$ cat config.mk
export PLATFORM = sky130hd
export DESIGN_NAME = em_scan_ctl
export DESIGN_NICKNAME = d
export VERILOG_FILES = /design/src/rtl/em_scan_ctl.sv
export SDC_FILE = /design/constraint.sdc
export NUM_CORES = 1
export LEC_CHECK = 0
export ABC_AREA = 1
export CORE_MARGIN = 2
export CORE_UTILIZATION = 57
export DETAILED_ROUTE_END_ITERATION = 16
export GPL_TIMING_DRIVEN = 0
export HOLD_SLACK_MARGIN = 0.03
export PLACE_DENSITY = 0.81
export SLEW_MARGIN = 20
export SYNTH_ARGS = -nofsm -noshare
export SYNTH_HDL_FRONTEND = slang
export SYNTH_SLANG_ARGS = --single-unit
$ cat constraint.sdc
create_clock -name SIM_CLK -period 2.92 [get_ports SIM_CLK]
set_input_delay 0.584 -clock SIM_CLK [delete_from_list [all_inputs] [get_ports SIM_CLK]]
set_output_delay 0.584 -clock SIM_CLK [all_outputs]
set_load 0.05 [all_outputs]
$ cat src/rtl/em_scan_ctl.sv
// em_scan_ctl -- scan sequencer for the LVDA error-monitor latch bank.
//
// Watches the group-pending flags of the two reset ranks (rank 1 = EM1-13,
// rank 2 = EM14-26), picks a rank round-robin, snapshots its latches,
// reports each nonzero group to telemetry over a REQ/ACK handshake and then
// pulses that rank's EMRS reset. A rank whose latches come back identical
// STUCK_LIMIT times in a row is flagged stuck and no longer serviced.
//
// Optional build macro: EM_SCAN_MASK_EN adds EM_MASK and derives pending
// internally from the masked latch outputs (EMRG is then unused).
//
// Ports:
//   SIM_CLK   clock
//   SIM_RST   asynchronous active-high reset
//   V1        timing strobe; pending is sampled only while V1=1
//   EMN       latch outputs, active low, bit i = EM(i+1)N
//   EMRG      group-pending flags (groups 0..3), valid while V1=1
//   EM_MASK   (EM_SCAN_MASK_EN only) 1 = ignore that EM bit
//   TLM_ACK   telemetry accepts the current word
//   TLM_REQ   telemetry word valid
//   TLM_DATA  [8:7] group id, [6:0] active-high error bits
//   EMRS1     rank-1 reset pulse
//   EMRS2     rank-2 reset pulse
//   BUSY      sequencer not idle
//   STUCK     sticky per-rank stuck flags
module em_scan_ctl #(
  parameter int unsigned RS_CYCLES     = 2,
  parameter int unsigned SETTLE_CYCLES = 4,
  parameter int unsigned STUCK_LIMIT   = 3
) (
  input  logic        SIM_CLK,
  input  logic        SIM_RST,
  input  logic        V1,
  input  logic [25:0] EMN,
  input  logic [3:0]  EMRG,
`ifdef EM_SCAN_MASK_EN
  input  logic [25:0] EM_MASK,
`endif
  input  logic        TLM_ACK,
  output logic        TLM_REQ,
  output logic [8:0]  TLM_DATA,
  output logic        EMRS1,
  output logic        EMRS2,
  output logic        BUSY,
  output logic [1:0]  STUCK
);

  typedef enum logic [2:0] {
    S_IDLE,
    S_SNAP,
    S_SEND_LO,
    S_SEND_HI,
    S_RESET,
    S_SETTLE
  } state_t;

  state_t           state_q, state_d;
  logic             sel_q, sel_d;          // rank being serviced (0 = rank 1)
  logic             ptr_q, ptr_d;          // last serviced rank
  logic [3:0]       cnt_q, cnt_d;          // RESET / SETTLE cycle counter
  logic [6:0]       snap_lo_q, snap_lo_d;
  logic [5:0]       snap_hi_q, snap_hi_d;
  logic [1:0][12:0] prev_q, prev_d;        // last nonzero snapshot per rank
  logic [1:0][2:0]  stk_q, stk_d;          // consecutive-identical counters
  logic [1:0]       stuck_q, stuck_d;
  logic             req_q, req_d;
  logic [8:0]       data_q, data_d;
  logic [1:0]       emrs_q, emrs_d;
  logic             busy_q, busy_d;

  logic [25:0]      em_act;                // active-high, masked latch state
  logic [1:0]       rank_pend;
  logic [1:0]       elig;
  logic [12:0]      cur;                   // selected rank's live latch bits

`ifdef EM_SCAN_MASK_EN
  assign em_act    = ~EMN & ~EM_MASK;
  assign rank_pend = {|em_act[25:13], |em_act[12:0]};
`else
  assign em_act    = ~EMN;
  assign rank_pend = {EMRG[3] | EMRG[2], EMRG[1] | EMRG[0]};
`endif

  assign elig = V1 ? (rank_pend & ~stuck_q) : 2'b00;
  assign cur  = sel_q ? em_act[25:13] : em_act[12:0];

  always_ff @(posedge SIM_CLK or posedge SIM_RST) begin
    if (SIM_RST) begin
      state_q   <= S_IDLE;
      sel_q     <= 1'b0;
      ptr_q     <= 1'b0;
      cnt_q     <= '0;
      snap_lo_q <= '0;
      snap_hi_q <= '0;
      prev_q    <= '0;
      stk_q     <= '0;
      stuck_q   <= '0;
      req_q     <= 1'b0;
      data_q    <= '0;
      emrs_q    <= '0;
      busy_q    <= 1'b0;
    end else begin
      state_q   <= state_d;
      sel_q     <= sel_d;
      ptr_q     <= ptr_d;
      cnt_q     <= cnt_d;
      snap_lo_q <= snap_lo_d;
      snap_hi_q <= snap_hi_d;
      prev_q    <= prev_d;
      stk_q     <= stk_d;
      stuck_q   <= stuck_d;
      req_q     <= req_d;
      data_q    <= data_d;
      emrs_q    <= emrs_d;
      busy_q    <= busy_d;
    end
  end

  always_comb begin
    state_d   = state_q;
    sel_d     = sel_q;
    ptr_d     = ptr_q;
    cnt_d     = cnt_q;
    snap_lo_d = snap_lo_q;
    snap_hi_d = snap_hi_q;
    prev_d    = prev_q;
    stk_d     = stk_q;
    stuck_d   = stuck_q;
    req_d     = req_q;
    data_d    = data_q;

    case (state_q)
      S_IDLE: begin
        if (elig != 2'b00) begin
          sel_d   = (elig == 2'b11) ? ~ptr_q : elig[1];
          state_d = S_SNAP;
        end
      end

      S_SNAP: begin
        if (cur == '0) begin
          state_d = S_IDLE;
        end else begin
          snap_lo_d     = cur[6:0];
          snap_hi_d     = cur[12:7];
          prev_d[sel_q] = cur;
          if (cur == prev_q[sel_q])
            stk_d[sel_q] = (stk_q[sel_q] == 3'd7) ? 3'd7 : stk_q[sel_q] + 3'd1;
          else
            stk_d[sel_q] = 3'd1;
          state_d = S_SEND_LO;
        end
      end

      // REQ is raised one cycle after entering a send state and dropped on
      // the accepting edge, so a held ACK yields at most one word per two
      // cycles and the next state always starts with REQ low.
      S_SEND_LO: begin
        if (snap_lo_q == '0) begin
          state_d = S_SEND_HI;
        end else if (!req_q) begin
          req_d  = 1'b1;
          data_d = {sel_q, 1'b0, snap_lo_q};
        end else if (TLM_ACK) begin
          req_d   = 1'b0;
          data_d  = '0;
          state_d = S_SEND_HI;
        end
      end

      S_SEND_HI: begin
        if (snap_hi_q == '0) begin
          cnt_d   = '0;
          state_d = S_RESET;
        end else if (!req_q) begin
          req_d  = 1'b1;
          data_d = {sel_q, 1'b1, 1'b0, snap_hi_q};
        end else if (TLM_ACK) begin
          req_d   = 1'b0;
          data_d  = '0;
          cnt_d   = '0;
          state_d = S_RESET;
        end
      end

      S_RESET: begin
        ptr_d = sel_q;
        if (cnt_q == 4'(RS_CYCLES - 1)) begin
          cnt_d   = '0;
          state_d = S_SETTLE;
          if (stk_q[sel_q] >= 3'(STUCK_LIMIT))
            stuck_d[sel_q] = 1'b1;
        end else begin
          cnt_d = cnt_q + 4'd1;
        end
      end

      S_SETTLE: begin
        if (cnt_q == 4'(SETTLE_CYCLES - 1)) begin
          cnt_d   = '0;
          state_d = S_IDLE;
        end else begin
          cnt_d = cnt_q + 4'd1;
        end
      end

      default: state_d = S_IDLE;
    endcase

    // Outputs are registered from the next state so they change cleanly
    // on the clock edge and drop together on asynchronous reset.
    emrs_d = '0;
    if (state_d == S_RESET)
      emrs_d[sel_d] = 1'b1;
    busy_d = (state_d != S_IDLE);
  end

  assign TLM_REQ  = req_q;
  assign TLM_DATA = data_q;
  assign EMRS1    = emrs_q[0];
  assign EMRS2    = emrs_q[1];
  assign BUSY     = busy_q;
  assign STUCK    = stuck_q;

endmodule

Word level (Yosys, flattened, before mapping). Cells that the tools add are included.

Register bits after elaboration: 69. Logic and storage cells: 112. Output and inout port bits: 15.

Equal/unequal tests: 15. $lt $le $gt $ge: 5. Reduce and logical (&&, ||, !) cells: 14. Bitwise gates (word level): 11. Add/subtract/negate cells: 2. Muxes and demuxes: 50.

Operator list (count): $mux 13 (4); $mux 9 (5); $mux 3 (13); $bwmux 26 (1); $not 26->26 (1); $mux 4 (5); $pmux 3 s6 (1); $pmux 9 s2 (1); $demux 13 s1 (1); $eq 13x13->1 (1); $logic_not 13->1 (1); $eq 3x3->1 const B (4); $pmux 4 s3 (1); $mux 1 (9); $reduce_and 3->1 (3); $logic_not 7->1 (1); $bwmux 6 (1); $eq 3x2->1 const B (2); $logic_not 6->1 (1); $mux 2 (3); $mux 6 (1); $ne 3x3->1 const B (2); $reduce_bool 3->1 (2); $add 4x1->4 const B (1); other kinds (23) (32).

Depth between registers and ports, before layout. Gate-level depths: netlist (run 1).

Depth in word-level cells: 12. Mapped depth: 17. Gate-level depth less buffers: 13.

Least setup slack after synthesis (run 1). No wires, ideal clock.

Path type: register to register. Start point: reg sel_q. End point: reg stk_q[5] in the netlist's numbering. Buffers on the path: 4. Library setup time: 0.116 ns. Arrival: 2.067 ns. Setup slack: 0.737 ns. Stages on the path, launching flop included: 17. Cell sequence: dfrtp_1 > buf_6 > inv_2 > buf_6 > buf_6 > buf_6 > or2_2 > o21ai_0 > inv_1 > ha_1 > or2_2 > nand2_1 > inv_1 > nand3_1 > nand2_1 > nand2_1 > nand2_1.

Word-level cells in the longest chain between the ends: 7. Elaborated cells on any way between the ends: 21. Classes of those cells: add/sub (1); order compare (2); eq/ne (2); mux (10); bitwise (3); reduce/logical (3).

Ends and longest elaborated chain: start: declaration (line 58) `logic sel_q, sel_d;`; start signal: assignment (line 104) `sel_q <= sel_d;`; branches (longest 7 deep; another with $add 3x1->3); end signal: assignment (line 110) `stk_q <= stk_d;`; end: declaration (line 64) `logic [1:0][2:0] stk_q, stk_d;`.

Parallel ways; which one is timed is not known. The select of a mux whose other input is x is not followed. A chain may end at the register's enable or synchronous reset.

Worst setup path in the final report (run 1). Ends and elaborated chain as after synthesis.

==> results of run 1 <==
-- cells by family after synthesis --
kind of cell | after synthesis
DFF | 69
and+or+nand+nor | 358
adders and majority gates | 3
AOI/OAI and AO/OA | 97
buffers and inverters | 108
-- power by group through the flow --
stage | registers, mW | clock network [mW] | logic, mW
final | 1.63 | 0.832 | 3.16
after floorplan | 1.86 | 0 | 2.04
after global placement | 1.62 | 0 | 3.03
after detailed placement | 1.63 | 0 | 3.11
after CTS | 1.62 | 0.835 | 3.13
after global routing | 1.68 | 0.878 | 3.54
-- area by class of cell --
| cell class | instances | area, um2 |
|---|---|---|
| Tap cell | 99 | 124 |
| Clock buffer | 12 | 155 |
| Sequential cell | 69 | 1730 |
| Clock inverter | 4 | 55.1 |
| Multi-Input combinational cell | 458 | 1980 |
| Timing Repair Buffer | 49 | 500 |
| Inverter | 84 | 318 |
| Fill cell | 588 | 2150 |
| Buffer | 24 | 173 |
-- flip-flops by register name (all words and copies together), names as in the netlist --
| signal | count |
|---|---|
| prev_q | 26 |
| TLM_DATA | 9 |
| snap_lo_q | 7 |
| snap_hi_q | 6 |
| stk_q | 6 |
| cnt_q | 4 |
| state_q | 3 |
| STUCK | 2 |
| emrs_q | 2 |
| BUSY | 1 |
| TLM_REQ | 1 |
| ptr_q | 1 |
| sel_q | 1 |
-- cell usage in the layout, fill, tap and decap left out, types with 2 or more instances in the layout --
master,n
nor2_1,51
inv_1,80
or2_2,2
nand2_2,6
dfrtp_1,69
o21ai_1,19
nand3_1,9
clkdlybuf4s50_1,48
buf_4,3
o21ai_0,51
nor3_2,2
nor2_2,3
nor3_1,4
buf_6,8
buf_2,9
inv_2,2
nand2_1,274
clkbuf_8,11
ha_1,3
a31oi_1,2
o21ai_2,3
clkbuf_1,5
a21oi_1,19
nand4_1,4
-- worst paths after layout --
check | start | to | slack (ns)
max reg2reg | sel_q | stk_q[5] | 0.42
max in group asynchronous | SIM_RST | prev_q[1] | 1.82
min | stk_q[3] | stk_q[3] | 0.47
min in group asynchronous | SIM_RST | cnt_q[0] | 0.55
max | sel_q | stk_q[5] | 0.42
min reg2reg | stk_q[3] | stk_q[3] | 0.47
-- cell usage after synthesis (all sizes together) --
master,instances
nor3,6
o31ai,1
a41o,1
or2,2
nand2,281
a31oi,2
o21bai,1
nand3,9
inv,83
clkbuf,4
nor3b,1
nor2,55
buf,20
ha,3
a21oi,19
dfrtp,69
nand4,4
clkinv,1
o21ai,73
-- worst reg2reg max path, stage by stage (launching register included) --
cell and delay, ns:
dfrtp_1 0.39, buf_6 0.14, inv_2 0.05, buf_6 0.14, buf_6 0.15, buf_6 0.15, or2_2 0.27, o21ai_0 0.11
inv_1 0.07, ha_1 0.20, or2_2 0.34, nand2_1 0.09, inv_1 0.06, nand3_1 0.08, nand2_1 0.05, nand2_1 0.06
nand2_1 0.04
-- routing by layer --
layer	routed length, um	global-route usage	vias to the layer above
li1	-	-	2067
met1	4390	0.343	1901
met2	5040	0.463	150
met3	724	0.0503	16
met4	158	0.0782	0
met5	0	0	-
==> key figures, run 1 <==
Pwr
  – P_leak: 2.70 nW
  – Psw: 2.74 mW
  – Internal power: around 2.9 mW
  – Sequential share of power: 0.290
  – Switching share of power: 0.489
  – Clock power share: 0.148
  – Post-layout power: 5.61 mW
  – Maximum VDD drop: 0.547 mV
  – Pwr/cell area: 1120 nW/um2
  – Combinational cell fraction of total power: 0.562

Worst setup path
  – CP Capture Type: flip-flop
  – Buffer and inverter count on the worst path: 7
  – Startpoint types: flip-flop
  – WS Path Type: flip-flop to flip-flop
  – Max FO, Critical Path: 10
  – Worst R2R Path Depth: 16
  – Worst Path Required: roughly 3.2 ns
  – Crit-path cells: buf_6 -> inv_2 -> buf_6 -> buf_6 -> buf_6 -> or2_2 -> o21ai_0 -> inv_1 -> ha_1 -> or2_2 -> nand2_1 -> inv_1 -> nand3_1 -> nand2_1 -> nand2_1 -> nand2_1
  – Critical path's largest stage delay: 0.39 ns
  – Worst Path Arrival: 2.75 ns
  – Slowest CP cell: dfrtp_1
  – CP top delay family: simple AND/OR/NAND/NOR gates
  – Stages on worst setup path: 16

Synthesis
  – Seq/Total Area, Yosys: 0.412
  – Mapped Nets: 672
  – Yosys warns: 0
  – Syn Inst Count: between 600 and 700
  – Post-synth top area share: 0.412
  – Post-Synth XOR/XNOR Area: 0
  – Top cell type by total area after synthesis: dfrtp_1
  – Yosys cell types: 29
  – Avg Cell Area, Syn: 6.60 um2
  – Post-Syn Area: 4190 um2
  – Fraction of synthesized area in multiplexers: 0
  – Largest family of logic cells by synthesized area: simple AND/OR/NAND/NOR gates
  – Post-synthesis adder-cell area fraction: 0.00896
  – Synthesis-stage register bit count: 69
  – Simple-gate share of the synthesized area: 0.341
  – Top post-synthesis cells by area: dfrtp_1, nand2_1, inv_1, o21ai_0, nor2_1
  – Synth Area in Compound Gates: 0.122

Flow run
  – Max_cap viols: 0

Clock network
  – Hold buffers post-CTS: 0
  – H-tree Lvls: 3
  – CTS Sinks: 69
  – CTS tree: yes
  – Worst-Skew Late Latency: about 0.35 ns
  – TritonCTS Buffers: 9
  – Clock buffer depth: 2
  – CTS Root Cell: clkbuf_8
  – CTS-repair resized insts: 0
  – Clock slew at the register clock pins of the worst setup and hold paths: 0.08 ns
  – Setup Fix Bufs, Post-CTS: 0

Timing
  – Slew HR: 0.493
  – Worst-margin pin slew: about 0.75 ns
  – Final worst path period share: 0.857
  – RSZ-0062 raised after global routing: no
  – Final setup margin: 0.418 ns
  – Post-route minimum period: 2.50 ns
  – Setup violations, final: 0
  – Setup tns final: 0 ns
  – Worst clock skew: 0.0122 ns
  – Max Slew Vio Count: 0
  – Fin. Hold Viols: 0
  – Max Clock Freq: 0.400 GHz
  – WHS: 0.470 ns

Layout
  – Post-layout util: 0.701
  – ANT cells: 0
  – Design area: around 5000 um2
  – Share of cells above drive strength 1: 0.0814
  – Final Non-Filler Cells: 799
  – Synth-to-layout area growth: 20.0%
  – Final #Nets: 732

Hold path
  – WHS Path Cells: 2
  – Hold Crit Class: flip-flop to flip-flop

Die
  – Vert. Die Dim: 89.7 um
  – Initial core utilization: 0.584
  – Core ar.: 7180 um2
  – Die area: approximately 8100 um2
  – Std cell rows: 31
  – Die W: between 80 and 90 um
  – IO Count: 49

Detailed routing
  – Post-route ant nets: 0
  – Routed vias: 4,134
  – Drt first pass iters: 5
  – Post-Route WL: 10,300 um
  – Avg WL per Cell: 12.9 um
  – DR iter-0 viols: 313
  – Vias per cell: between 5 and 6
  – DR DRC count: 0

Placed design
  – Final Wtd Congestion: approximately 0.9
  – Dpl ws: 0.188 ns
  – Cell count after placement: 783
  – DP HPWL: 7560 um
  – Area after DPL: 4820 um2
  – Input/output buffers: 48

Global routing
  – Total GRT Usage: 0.267
  – Initial antenna violation count: 0
  – Largest net degree at the start of global routing: 45
  – Total grt overflow: 0
  – Vias in the first global route: between 3,000 and 4,000
  – First-pass GRT wire length: approximately 18,000 um

Outcome
  – Status: complete, no violations
(Power assumes the default switching activity.)
==> run 2: changes to the inputs <==
Settings changed: CORE_UTILIZATION 57 to 51, PLACE_DENSITY 0.81 to 0.77.
Clock period 2.92 ns to 2.15 ns, I/O delays scaled along.
==> key figures, run 2 (synthesized netlist as in run 1, its figures left out) <==
Worst setup path
  – R2r endpoint: stk_q[5]
  – Reg-to-reg startpoint: sel_q
  – Startpoint types: flip-flop
  – Worst Path Required: 2.40 ns (-0.77 ns)
  – Worst Path Arrival: 2.47 ns (-0.28 ns)
  – Max FO, Critical Path: 11 (+1)
  – CP Capture Type: flip-flop
  – WS Path Type: flip-flop to flip-flop
  – Worst R2R Path Depth: 15 (-1)
  – R2R Setup Slk: -0.07 ns (-0.49 ns)

Die
  – Initial core utilization: 0.518 (-0.0662)
  – IO Count: 49 (unchanged)
  – Std cell rows: 33 (+6.5%)
  – Core ar.: 8090 um2 (+13%)
  – Die area: 8960 um2 (+11%)
  – Die W: 94.6 um (+5.5%)
  – Vert. Die Dim: 94.6 um (+5.5%)

Clock network
  – H-tree Lvls: 3 (unchanged)
  – CTS Sinks: 69 (unchanged)
  – Clock buffer depth: 2 (unchanged)
  – CTS Root Cell: clkbuf_8
  – Worst-Skew Late Latency: 0.36 ns (about the same)
  – CTS tree: yes
  – Clock slew at the register clock pins of the worst setup and hold paths: 0.09 ns (about the same)
  – TritonCTS Buffers: 9 (unchanged)

Pwr
  – P_leak: 2.91 nW (+7.7%)
  – Pwr/cell area: 1540 nW/um2 (+37%)
  – Maximum VDD drop: 0.787 mV (+44%)

Timing
  – Fin. Hold Viols: 0 (unchanged)
  – Worst clock skew: 0.0156 ns (+0.00343 ns)
  – Final worst path period share: 1.03 (+0.178)
  – Final setup margin: -0.0739 ns (-0.492 ns)
  – Slew HR: 0.597 (+0.104)
  – RSZ-0062 raised after global routing: yes
  – Setup violations, final: 10 (+10)
  – Worst-margin pin slew: 0.598 ns (-0.154 ns)
  – Max Slew Vio Count: 0 (unchanged)
  – Post-route minimum period: 2.22 ns (-0.278 ns)
  – Setup tns final: -0.241 ns (-0.241 ns)
  – Max Clock Freq: 0.450 GHz (+13%)

Placed design
  – Final Wtd Congestion: 0.894 (-2.0%)
  – DP HPWL: 7590 um (+0.47%)
  – Dpl ws: -0.381 ns (-0.569 ns)
  – Input/output buffers: 48 (unchanged)
  – Cell count after placement: 790 (+0.89%)

Global routing
  – Largest net degree at the start of global routing: 35 (-22%)
  – Total grt overflow: 0 (unchanged)
  – First-pass GRT wire length: 17,800 um (+0.51%)
  – Initial antenna violation count: 0 (unchanged)
  – Total GRT Usage: 0.256 (-0.0110)
  – Vias in the first global route: 3,873 (unchanged)

Layout
  – FF+latch area: 1730 um2 (unchanged)
  – Share of cells above drive strength 1: 0.139 (+0.0575)
  – Most frequent cells in the layout: nand2_1, inv_1, dfrtp_1
  – Fillers: 693 (+18%)
  – Most common cell after layout, fill and taps aside: nand2_1
  – ANT cells: 0 (unchanged)
  – Max FFs per register: 26 (unchanged)
  – Final Non-Filler Cells: 825 (+3.3%)
  – Multi-input logic area: 2100 um2 (+6.3%)
  – Final #Nets: 752 (+2.7%)
  – Synth-to-layout area growth: 31.0%
  – Register bank with the most flops: prev_q

Flow run
  – Max_cap viols: 0 (unchanged)

Detailed routing
  – Post-route ant nets: 0 (unchanged)
  – Routed vias: 4,369 (+5.7%)
  – Vias per cell: 5.30 (+2.4%)
  – Post-Route WL: 11,500 um (+12%)
  – Avg WL per Cell: 14.0 um (+8.4%)
  – Drt first pass iters: 5 (unchanged)
  – DR iter-0 viols: 281 (-10%)
  – DR DRC count: 0 (unchanged)

Outcome
  – Status: complete, but fails checks
  – Failing checks: negative setup slack

Hold path
  – Hold Crit Class: input port to async pin
==> run 2: cell count changes in the layout (fill, tap and decap cells not counted), moves of 3 or more <==
| cell | delta |
|---|---|
| buf_4 | +17 |
| nand2_1 | -12 |
| buf_2 | -8 |
| nand2_4 | +7 |
| buf_8 | +6 |
| o21ai_0 | -6 |
| nand2_2 | +5 |
| buf_12 | +3 |
| clkbuf_16 | +3 |
| nor2_1 | -3 |
| nor2_2 | +3 |
| o21ai_4 | +3 |
==> run 2: layer usage <==
layer / vias up / routed length, um / GRT usage
met2: 172 / 5700 / 0.445
met4: 0 / 251 / 0.0833
met3: 32 / 696 / 0.0399
met1: 2057 / 4880 / 0.326
li1: 2108 / - / -
met5: - / 0 / 0
==> run 2: what timing repair did <==
item | in CTS | in global routing
cloned | 0 | 3
setup endpoints to repair | 22 | 48
pin swaps | 7 | 18
setup buffers | 7 | 10
gates resized for setup | 32 | 38
hold buffers | 0 | 0
endpoints found under the hold margin | 0 | 0
==> run 2: worst max-delay path by stage <==
stage | slack (ns) | cells past startpoint | start | end
6_report | -0.07 | 15 | sel_q | stk_q[5]
5_1_grt | -0.11 | 15 | sel_q | stk_q[5]
4_1_cts | 0.0008 | 15 | sel_q | stk_q[5]
3_5_place_dp | -0.38 | 11 | EMN[5] | prev_q[3]
3_3_place_gp | -0.36 | 11 | EMN[7] | prev_q[3]
2_1_floorplan | -0.003 | 16 | sel_q | stk_q[5]
==> run 2: final cells by class <==
type,count,share of cell area
multi-input combinational,458,0.383
clock inverter,4,0.0100
timing repair buffer,70,0.137
buffer,23,0.0440
inverter,84,0.0595
sequential,69,0.315
tap,105,0.0239
clock buffer,12,0.0283
==> run 2: worst max-delay path, cell delays in order (launching register included) <==
cell     delay [ns]
dfrtp_1        0.43
buf_6          0.16
inv_8          0.06
buf_8          0.12
buf_8          0.13
or2_2          0.28
o21ai_2        0.08
inv_2          0.06
ha_4           0.16
or2_4          0.27
nand2_4        0.06
inv_1          0.05
nand3_1        0.08
nand2_1        0.05
nand2_1        0.06
nand2_1        0.05
==> run 2: stage by stage <==
stage               area (um2)  utilization  hold WS [ns]  power, mW
floorplan                 4200            -         0.434       5.31
global placement          4810        0.594         0.453       6.34
detailed placement        4860        0.600         0.460       6.46
CTS                       5210        0.643         0.440       7.87
global route              5490        0.678         0.449       9.04
finish                    5490        0.678         0.420       8.43
==> run 2: power by group <==
group / switching, mW / leakage, nW / internal (mW)
combinational: 3.14 / 1.94 / 1.91
clock: 0.543 / 0.103 / 0.607
sequential: 0.375 / 0.861 / 1.85
